`config.mk`:
```
export PLATFORM = sky130hd
export DESIGN_NAME = sram_arbiter
export DESIGN_NICKNAME = d
export VERILOG_FILES = /design/src/rtl/sram_arb_pkg.sv /design/src/rtl/sram_rr_pick.sv /design/src/rtl/sram_arbiter.sv
export SDC_FILE = /design/constraint.sdc
export NUM_CORES = 1
export LEC_CHECK = 0
export ABC_AREA = 1
export CORE_AREA = 2 2 176 178
export DETAILED_ROUTE_END_ITERATION = 10
export DIE_AREA = 0 0 178 180
export GPL_TIMING_DRIVEN = 0
export SLEW_MARGIN = 20
export SYNTH_ARGS = -nofsm -noshare
export SYNTH_HDL_FRONTEND = slang
export SYNTH_SLANG_ARGS = --single-unit
```
`constraint.sdc`:
```
create_clock -name clk_i -period 1.4 [get_ports clk_i]
set_input_delay 0.21 -clock clk_i [delete_from_list [all_inputs] [get_ports clk_i]]
set_output_delay 0.21 -clock clk_i [all_outputs]
set_load 0.005 [all_outputs]
```
`src/rtl/sram_arb_pkg.sv`:
```
// Shared types and sizing helpers for the SRAM arbiter.
package sram_arb_pkg;

  typedef enum logic {ARB = 1'b0, LOCKED = 1'b1} arb_state_e;

  // Sizes for the default configuration; parameterized users call the helpers.
  localparam int DATA_WIDTH_DEF = 64;
  localparam int NUM_REQ_DEF    = 2;
  localparam int BM_WIDTH       = DATA_WIDTH_DEF / 8;
  localparam int IDX_WIDTH      = (NUM_REQ_DEF > 1) ? $clog2(NUM_REQ_DEF) : 1;

  function automatic int bm_width(input int dw);
    return dw / 8;
  endfunction

  function automatic int idx_width(input int n);
    return (n > 1) ? $clog2(n) : 1;
  endfunction

endpackage

```
`src/rtl/sram_rr_pick.sv`:
```
// Round-robin picker: rotate by pointer, take lowest set bit, rotate back.
module sram_rr_pick #(
  parameter int NUM_REQ = 2,
  parameter int IDX_W   = 1
) (
  input  logic [NUM_REQ-1:0] req,
  input  logic [IDX_W-1:0]   ptr,
  output logic [NUM_REQ-1:0] gnt,
  output logic [IDX_W-1:0]   idx
);

  logic [NUM_REQ-1:0] rot;
  logic [IDX_W-1:0]   off;
  logic [IDX_W:0]     sum;
  logic               found;

  always_comb begin
    rot   = NUM_REQ'({req, req} >> ptr);
    off   = '0;
    found = 1'b0;
    for (int k = NUM_REQ - 1; k >= 0; k--) begin
      if (rot[k]) begin
        off   = IDX_W'(k);
        found = 1'b1;
      end
    end
    sum = {1'b0, ptr} + {1'b0, off};
    if (sum >= (IDX_W + 1)'(NUM_REQ)) sum = sum - (IDX_W + 1)'(NUM_REQ);
    idx = sum[IDX_W-1:0];
    gnt = found ? (NUM_REQ'(1) << idx) : '0;
  end

endmodule

```
`src/rtl/sram_arbiter.sv`:
```
// Single-port SRAM arbiter: round-robin with bounded grant locking and
// one-cycle response routing back to the accepted requester.
module sram_arbiter
  import sram_arb_pkg::*;
#(
  parameter int NUM_REQ    = 2,
  parameter int ADDR_WIDTH = 32,
  parameter int DATA_WIDTH = 64,
  parameter int MAX_LOCK   = 16
) (
  input  logic                               clk_i,
  input  logic                               rst_n_i,
  input  logic [NUM_REQ-1:0]                 req_valid_i,
  output logic [NUM_REQ-1:0]                 req_ready_o,
  input  logic [NUM_REQ-1:0]                 req_lock_i,
  input  logic [NUM_REQ-1:0]                 req_we_i,
  input  logic [NUM_REQ*ADDR_WIDTH-1:0]      req_addr_i,
  input  logic [NUM_REQ*(DATA_WIDTH/8)-1:0]  req_bm_i,
  input  logic [NUM_REQ*DATA_WIDTH-1:0]      req_wdata_i,
  output logic [NUM_REQ-1:0]                 rsp_valid_o,
  output logic                               rsp_we_o,
  output logic [DATA_WIDTH-1:0]              rsp_rdata_o,
  output logic                               ram_en_o,
  output logic                               ram_wen_o,
  output logic [DATA_WIDTH/8-1:0]            ram_bm_o,
  output logic [ADDR_WIDTH-1:0]              ram_addr_o,
  output logic [DATA_WIDTH-1:0]              ram_wdata_o,
  input  logic [DATA_WIDTH-1:0]              ram_rdata_i
);

  localparam int BM_W  = bm_width(DATA_WIDTH);
  localparam int IDX_W = idx_width(NUM_REQ);
  localparam int CNT_W = $clog2(MAX_LOCK) + 1;

  if (MAX_LOCK < 2) begin : g_bad_max_lock
    $error("sram_arbiter: MAX_LOCK must be >= 2");
  end
  if (NUM_REQ < 2 || NUM_REQ > 8) begin : g_bad_num_req
    $error("sram_arbiter: NUM_REQ must be 2..8");
  end

  arb_state_e         state_q, state_d;
  logic [IDX_W-1:0]   rr_ptr_q, rr_ptr_d, owner_q, owner_d;
  logic [IDX_W-1:0]   pick_idx, gnt_idx, rsp_owner_q;
  logic [CNT_W-1:0]   lock_cnt_q, lock_cnt_d;
  logic [NUM_REQ-1:0] pick_gnt, gnt, owner_oh;
  logic               xfer, rsp_pend_q, rsp_we_q;

  function automatic logic [IDX_W-1:0] ptr_inc(input logic [IDX_W-1:0] p);
    return (p == IDX_W'(NUM_REQ - 1)) ? '0 : p + 1'b1;
  endfunction

  sram_rr_pick #(.NUM_REQ(NUM_REQ), .IDX_W(IDX_W)) u_pick (
    .req (req_valid_i),
    .ptr (rr_ptr_q),
    .gnt (pick_gnt),
    .idx (pick_idx)
  );

  always_comb begin
    owner_oh   = NUM_REQ'(1) << owner_q;
    gnt        = (state_q == LOCKED) ? (owner_oh & req_valid_i) : pick_gnt;
    gnt_idx    = (state_q == LOCKED) ? owner_q : pick_idx;
    xfer       = |gnt;
    state_d    = state_q;
    rr_ptr_d   = rr_ptr_q;
    owner_d    = owner_q;
    lock_cnt_d = lock_cnt_q;
    case (state_q)
      ARB: begin
        if (xfer) begin
          if (|(gnt & req_lock_i)) begin
            state_d    = LOCKED;
            owner_d    = gnt_idx;
            lock_cnt_d = CNT_W'(1);
          end else begin
            rr_ptr_d = ptr_inc(gnt_idx);
          end
        end
      end
      LOCKED: begin
        // Release on unlock, on reaching the tenure cap, or when the owner walks away.
        if (xfer) begin
          if (!(|(gnt & req_lock_i)) || lock_cnt_q == CNT_W'(MAX_LOCK - 1)) begin
            state_d    = ARB;
            rr_ptr_d   = ptr_inc(owner_q);
            lock_cnt_d = '0;
          end else begin
            lock_cnt_d = lock_cnt_q + 1'b1;
          end
        end else if (!(|(owner_oh & (req_valid_i | req_lock_i)))) begin
          state_d    = ARB;
          rr_ptr_d   = ptr_inc(owner_q);
          lock_cnt_d = '0;
        end
      end
      default: state_d = ARB;
    endcase
  end

  // SRAM mux: everything is zero unless a transfer is in flight.
  always_comb begin
    ram_en_o    = xfer;
    ram_wen_o   = 1'b0;
    ram_bm_o    = '0;
    ram_addr_o  = '0;
    ram_wdata_o = '0;
    for (int i = 0; i < NUM_REQ; i++) begin
      if (gnt[i]) begin
        ram_wen_o   = req_we_i[i];
        ram_bm_o    = req_bm_i[i*BM_W +: BM_W];
        ram_addr_o  = req_addr_i[i*ADDR_WIDTH +: ADDR_WIDTH];
        ram_wdata_o = req_wdata_i[i*DATA_WIDTH +: DATA_WIDTH];
      end
    end
  end

  always_ff @(posedge clk_i) begin
    if (!rst_n_i) begin
      state_q     <= ARB;
      rr_ptr_q    <= '0;
      owner_q     <= '0;
      lock_cnt_q  <= '0;
      rsp_pend_q  <= 1'b0;
      rsp_owner_q <= '0;
      rsp_we_q    <= 1'b0;
    end else begin
      state_q    <= state_d;
      rr_ptr_q   <= rr_ptr_d;
      owner_q    <= owner_d;
      lock_cnt_q <= lock_cnt_d;
      rsp_pend_q <= xfer;
      if (xfer) begin
        rsp_owner_q <= gnt_idx;
        rsp_we_q    <= ram_wen_o;
      end
    end
  end

  assign req_ready_o = gnt;
  assign rsp_valid_o = rsp_pend_q ? (NUM_REQ'(1) << rsp_owner_q) : '0;
  assign rsp_we_o    = rsp_pend_q & rsp_we_q;
  assign rsp_rdata_o = (rsp_pend_q && !rsp_we_q) ? ram_rdata_i : '0;

endmodule

```
==> out/qor.yml, run 1 <==
clock_tree:
  cts_tree: "done"
  clockRootBuffer: "clkbuf_16"
  numCtsBuffers: 3
  hold_buffers: 0
  clockBufferDepth: 2
  htree_levels: 1
  clkTransAtPathRegs_ps: 40
  worstSkewPairLatency_ps: 240
  cts.sinks: 11
finish:
  antenna_cells: 0
  drive_gt1_share_pct: 50.7
  finalNonFillerCells: 1509
  fill_cells: 3135
  syn_to_final_growth_pct: 296
  fin_nets: 1396
  stdcell_area_mm2: 0.00977
pwr:
  pwr-share-clk_pct: 10.1
  switching_share_pct: 38.0
  p_leak_nw: 4.91
  p_seq_share_pct: 7.5
  power_frac_comb_pct: 82.5
  ir_drop_uv: 413
  p_sw_mw: 1.97
  internal_power_mw: 3.21
  power.density_mw_per_mm2: 530
synthesis:
  ys_types: 28
  synth_edf_count: 0
  syn-instance-count: 567
  ys_ff_latch: 11
  syn_area_per_cell_um2: 4.36
  syn_nets: 849
  ys_warn_count: 0
  seq_area_frac_synth_pct: 8.92
  synth_ff_type: "dfxtp_1"
  async_reset_ff_share_pct: 0
  syn_area_mm2: 0.00247
floorplanning:
  die_h_um: 180
  die_w_um: 178
  fp-row-count: 64
  io_pins: 455
  die-area_mm2: 0.0320
  initial_core_util_pct: 8.18
  fp.coreArea_mm2: 0.0302
global_route:
  grt_pass1_vias: 5642
  grt_pass1_wl_um: 31300
  antenna_found_initial: 2
  grt_max_degree: 11
  track_usage_pct: 12.5
  overflow: 0
drt:
  via_count: 5539
  drt_wl_total_um: 23100
  avgViaCountPerCell: 3.67
  drt-initial-drc-count: 151
  drc_errors: 0
  ant_nets: 0
  routedWlPerCell_um: 15.3
  drtPass1Iterations: 4
placement:
  placed_area_mm2: 0.00751
  dp_hpwl_um: 16700
  placed_cells: 1417
  gp_congestion: 0.815
  portBuffers: 454
sta:
  post-route-min-period_ps: 1870
  setup_viol: 180
  hold_violations: 0
  tightestPinTransition_ps: 412
  fmax_mhz: 534
  slew_headroom_pct: 72.3
  fin_crit_sh_pct: 134
  skew_ps: 0.751
  slew_viol_final: 0
  rsz0062_at_grt: "yes"
  setup_ws_ps: -471
run_status:
  status: "complete, but fails checks"
  violations: "setup timing"
critical_path:
  path_max_fanout: 5
  cp.depth: 11
  startpoint_type: "register"
  max_stage_delay_ps: 380
  crit_path_cell_trace: "inv_8 > nand3_4 > nand2_4 > inv_6 > buf_12 > buf_12 > buf_8 > buf_8 > nand2_4 > nand2_2 > buf_2"
  crit_path_top_delay_cell: "dfxtp_4"
  rr_endpoint: "rr_ptr_q$_SDFFE_PN0P_"
  crit_path_end: "ram_addr_o[16]"
  reg2reg_depth: 13
  required_ps: 1190
  cp_data_arrival_time_ps: 1660
  cp-startpoint: "state_q$_SDFF_PN0_"
  crit_family: "buffers and inverters"
  r2r_start: "state_q$_SDFF_PN0_"
  cp_num_buf_inv: 7
  rrSetupSlack_ps: -180
  end_kind: "primary output"
  path_class: "register to primary output"
hold_path:
  min_delay_path_depth: 2
  hp-class: "register to register"
run:
  drv_cap: 0
-- per-stage QoR --
stage	util, %	worst slack, ps	hold slack (ps)	power (mW)	setup TNS [ps]
4_1_cts	28.8	-512	483	4.55	-61770
3_5_place_dp	24.9	-1490	475	3.28	-189060
3_3_place_gp	24.9	-1460	450	3.27	-186520
2_1_floorplan	-	21.8	308	1.21	0
5_1_grt	32.4	-532	509	5.49	-68700
6_report	32.4	-471	480	5.18	-57080
-- cell type report --
cell class                      count  area (um2)  share of cell area (%)
Timing Repair Buffer              551        5320                    54.5
Multi-Input combinational cell    444        2950                    30.2
Tap cell                          396         495                    5.07
Buffer                             20         365                    3.74
Inverter                           83         327                    3.34
Sequential cell                    11         234                    2.39
Clock buffer                        4        78.8                   0.807
-- cells in the final DEF, fill, tap and decap left out, drive strengths merged --
| cell | instances |
|---|---|
| o21ai | 3 |
| o22ai | 1 |
| nand3 | 7 |
| nor2 | 71 |
| dlygate4sd2 | 5 |
| nand4 | 4 |
| clkdlybuf4s50 | 277 |
| dfxtp | 11 |
| or2 | 2 |
| o211ai | 1 |
| o31ai | 1 |
| and3 | 1 |
| clkbuf | 17 |
| inv | 83 |
| a21oi | 11 |
| xor2 | 2 |
| nand2 | 338 |
| buf | 276 |
| ha | 2 |
-- Yosys cell counts, types with 2 or more instances --
master,count,area share [%]
nand2_2,4,1.0
nand2_1,333,51
ha_1,2,1.0
nand3_1,5,1.0
xor2_1,2,0.71
buf_1,4,0.61
a21oi_2,2,0.71
inv_1,80,12
inv_2,2,0.30
nor2_1,70,11
a21oi_1,9,1.8
buf_2,8,1.6
nand4_1,4,1.0
clkbuf_1,11,1.7
buf_4,6,1.8
dfxtp_1,11,8.9
o21ai_0,2,0.41
nand3_2,2,0.81
-- state kept, by name, summed over array words and instances, names as in the netlist --
signal	flops
lock_cnt_q	5
state_q	1
owner_q	1
rsp_we_q	1
rr_ptr_q	1
rsp_owner_q	1
rsp_pend_q	1
-- routing by layer --
metal	global-route usage (%)	part of all wire, %	wire, um	vias to the layer above
met5	0	0.12	27	-
met4	2.00	2.1	489	4
met3	2.54	7.8	1800	28
met2	23.9	52	12100	266
met1	14.4	38	8690	2508
li1	-	-	-	2733
-- worst min path at each step --
stage / to / slack, ps / start
finish: lock_cnt_q[1]$_SDFFE_PN0P_ / 480 / lock_cnt_q[1]$_SDFFE_PN0P_
global route: lock_cnt_q[4]$_SDFFE_PN0P_ / 510 / lock_cnt_q[4]$_SDFFE_PN0P_
CTS: lock_cnt_q[1]$_SDFFE_PN0P_ / 480 / lock_cnt_q[1]$_SDFFE_PN0P_
detailed placement: lock_cnt_q[4]$_SDFFE_PN0P_ / 480 / lock_cnt_q[4]$_SDFFE_PN0P_
global placement: lock_cnt_q[4]$_SDFFE_PN0P_ / 450 / lock_cnt_q[4]$_SDFFE_PN0P_
floorplan: rsp_pend_q$_SDFF_PN0_ / 310 / rst_n_i
-- what timing repair did --
action / in CTS / in global routing
gates resized for setup: 971 / 323
setup endpoints to repair: 185 / 180
pin swaps: 71 / 67
setup buffers: 66 / 20
cloned: 14 / 6
endpoints found under the hold margin: 0 / 0
-- logic make-up after synthesis --
| logic type | Yosys count | share of synthesized area, % |
|---|---|---|
| DFF | 11 | 8.92 |
| AOI/OAI and AO/OA | 17 | 4.15 |
| and+or+nand+nor | 422 | 66.3 |
| xor gates and xnor gates | 2 | 0.709 |
| adders and majority gates | 2 | 1.01 |
| buffers and inverters | 113 | 18.9 |
-- power groups by stage --
stage / Combinational [mW] / Sequential, mW / Clock [mW]
after CTS: 3.65 / 0.376 / 0.527
after floorplan: 0.848 / 0.361 / 0
after detailed placement: 2.91 / 0.369 / 0
after global placement: 2.90 / 0.367 / 0
after global routing: 4.55 / 0.390 / 0.548
final: 4.27 / 0.387 / 0.521
-- tightest hold or removal path: stages (launching register included) --
cell     delay (ps)
dfxtp_1         320
nand2_1          60
a21oi_1          50
Power figures use the tool's default switching activity.
==> run 2, diff against run 1 <==
--- a/config.mk
+++ b/config.mk
@@ -11,5 +11,4 @@
 export DIE_AREA = 0 0 178 180
 export GPL_TIMING_DRIVEN = 0
-export SLEW_MARGIN = 20
 export SYNTH_ARGS = -nofsm -noshare
 export SYNTH_HDL_FRONTEND = slang
==> constraint.sdc (replaced) <==
create_clock -name clk_i -period 1.4 [get_ports clk_i]
set_input_delay 0.42 -clock clk_i [delete_from_list [all_inputs] [get_ports clk_i]]
set_output_delay 0.42 -clock clk_i [all_outputs]
set_load 0.005 [all_outputs]
==> out/qor.yml, run 2 (synthesized netlist as in run 1, its figures left out) <==
run_status:
  status: "complete, but fails checks"
  violations: "setup timing"
critical_path:
  crit_family: "buffers and inverters"
  crit_path_top_delay_cell: "dfxtp_2"
  max_stage_delay_ps: 320  # -60 ps
  end_kind: "primary output"
  required_ps: 980  # -210 ps
  rrSetupSlack_ps: -420  # -240 ps
  startpoint_type: "register"
  r2r_start: "state_q$_SDFF_PN0_"
  path_max_fanout: 6  # +1
  reg2reg_depth: 16  # +3
  path_class: "register to primary output"
  cp_data_arrival_time_ps: 1710  # +50 ps
  crit_path_cell_trace: "buf_8 > inv_8 > nand3_4 > nand2_4 > inv_8 > buf_12 > buf_12 > buf_12 > buf_6 > nand2_4 > nand2_4 > buf_6"
  rr_endpoint: "lock_cnt_q[0]$_SDFFE_PN0P_"
  cp_num_buf_inv: 8  # +1
placement:
  portBuffers: 454  # unchanged
  placed_area_mm2: 0.00776  # +3.4%
  dp_hpwl_um: 18000  # +7.7%
  placed_cells: 1417  # unchanged
  gp_congestion: 0.902  # +11%
  place_ws_ps: -1840  # -349 ps
drt:
  drtPass1Iterations: 4  # unchanged
  ant_nets: 0  # unchanged
  drt-initial-drc-count: 129  # -15%
  drc_errors: 0  # unchanged
  avgViaCountPerCell: 3.72  # +1.2%
  routedWlPerCell_um: 15.7  # +2.6%
  drt_wl_total_um: 24200  # +5.1%
  via_count: 5741  # +3.6%
clock_tree:
  cts.sinks: 11  # unchanged
  clkTransAtPathRegs_ps: 40  # about the same
  clockRootBuffer: "clkbuf_16"
  worstSkewPairLatency_ps: 240  # about the same
  numCtsBuffers: 3  # unchanged
  htree_levels: 1  # unchanged
  hold_buffers: 0  # unchanged
  clockBufferDepth: 2  # unchanged
  cts_tree: "done"
hold_path:
  min_to: "lock_cnt_q[4]$_SDFFE_PN0P_"
  hp-class: "register to register"
  min_delay_path_depth: 2  # unchanged
  hold_start: "lock_cnt_q[4]$_SDFFE_PN0P_"
finish:
  mostFrequentLayoutCells: "clkdlybuf4s50_1, nand2_1, nand2_2"
  register_area_um2: 231  # -1.1%
  syn_to_final_growth_pct: 315
  final_core_utilization_pct: 33.9  # +1.6 points
  drive_gt1_share_pct: 52.9  # +2.2 points
  fin_nets: 1429  # +2.4%
  stdcell_area_mm2: 0.0102  # +4.8%
  fill_cells: 3159  # +0.77%
  largest_reg_flops: 5  # unchanged
  top_register: "lock_cnt_q"
  final_common_cell: "clkdlybuf4s50_1"
  finalNonFillerCells: 1545  # +2.4%
  multiInputGateArea_mm2: 0.00301  # +2.0%
sta:
  tightestPinTransition_ps: 527  # +115 ps
  setup_viol: 183  # +1.7%
  fmax_mhz: 469  # -12%
  fin_crit_sh_pct: 152  # +19 points
  slew_viol_final: 0  # unchanged
  slew_headroom_pct: 64.6  # -7.7 points
  setup_ws_ps: -733  # -261 ps
  hold_violations: 0  # unchanged
  post-route-min-period_ps: 2130  # +261 ps
  skew_ps: 4.94  # +4.19 ps
  rsz0062_at_grt: "yes"
global_route:
  grt_max_degree: 11  # unchanged
  grt_pass1_wl_um: 32600  # +4.2%
  antenna_found_initial: 5  # +3
  track_usage_pct: 13.4  # +0.89 points
  overflow: 0  # unchanged
  grt_pass1_vias: 5861  # +3.9%
pwr:
  p_leak_nw: 5.11  # +4.1%
  power.density_mw_per_mm2: 530  # about the same
  ir_drop_uv: 422  # +2.2%
floorplanning:
  die_h_um: 180  # unchanged
  die-area_mm2: 0.0320  # unchanged
  io_pins: 455  # unchanged
  initial_core_util_pct: 8.18  # unchanged
  fp-row-count: 64  # unchanged
  fp.coreArea_mm2: 0.0302  # unchanged
  die_w_um: 178  # unchanged
run:
  drv_cap: 0  # unchanged
## run 2: worst max-delay path by stage
stage                             from               to  slack, ps  cells after the start
global route        state_q$_SDFF_PN0_  ram_wdata_o[14]       -800                     12
floorplan               req_valid_i[1]    ram_addr_o[0]       -140                      8
detailed placement      req_valid_i[1]   ram_addr_o[11]      -1840                     10
finish              state_q$_SDFF_PN0_   ram_addr_o[11]       -730                     12
CTS                 state_q$_SDFF_PN0_   ram_addr_o[11]       -850                     13
global placement        req_valid_i[1]   ram_addr_o[11]      -1840                      8
## run 2: final cells by class
| type | count | area share [%] |
|---|---|---|
| Timing Repair Buffer | 580 | 54.9 |
| Tap cell | 396 | 4.84 |
| Buffer | 24 | 4.46 |
| Clock buffer | 4 | 0.770 |
| Inverter | 83 | 3.31 |
| Antenna cell | 3 | 0.0733 |
| Multi-Input combinational cell | 444 | 29.4 |
| Sequential cell | 11 | 2.26 |
## run 2: worst reg2reg max path, cell delays in order, from the launching register on
cell and delay [ps]:
dfxtp_2 320, buf_8 140, inv_8 60, buf_6 110, nand2_8 60, buf_6 120, buf_6 100, buf_6 100
buf_6 100, nand3_4 70, buf_6 120, nor2_4 30, nand2_2 120, nand2_4 90, nand2_2 70, nand2_1 50
nor2_1 100
## run 2: power by group
| part | internal [mW] | leakage (nW) | switching (mW) |
|---|---|---|---|
| combinational | 2.68 | 4.98 | 1.85 |
| sequential | 0.342 | 0.0924 | 0.0275 |
| clock | 0.382 | 0.0382 | 0.140 |
| total | 3.41 | 5.11 | 2.02 |
## run 2: metrics by stage
step / hold WS (ps) / TNS (ps) / power (mW)
floorplan: 439 / -9860 / 1.35
global placement: 451 / -230280 / 3.43
detailed placement: 466 / -230520 / 3.43
CTS: 470 / -107710 / 4.95
global route: 509 / -113290 / 5.77
finish: 468 / -102120 / 5.43
## run 2: what timing repair did
item	in CTS	in global routing
cloned	16	3
resized for setup	993	271
endpoints found under the setup margin	186	185
pin swaps	80	61
setup buffers	90	32
## run 2: routing by layer
layer  global-route usage [%]  wire length, um  up-vias
met1                     14.0             8730     2590
li1                         -                -     2796
met3                     3.66             2280       36
met5                        0               13        -
met2                     25.4            12500      317
met4                     4.66              688        2
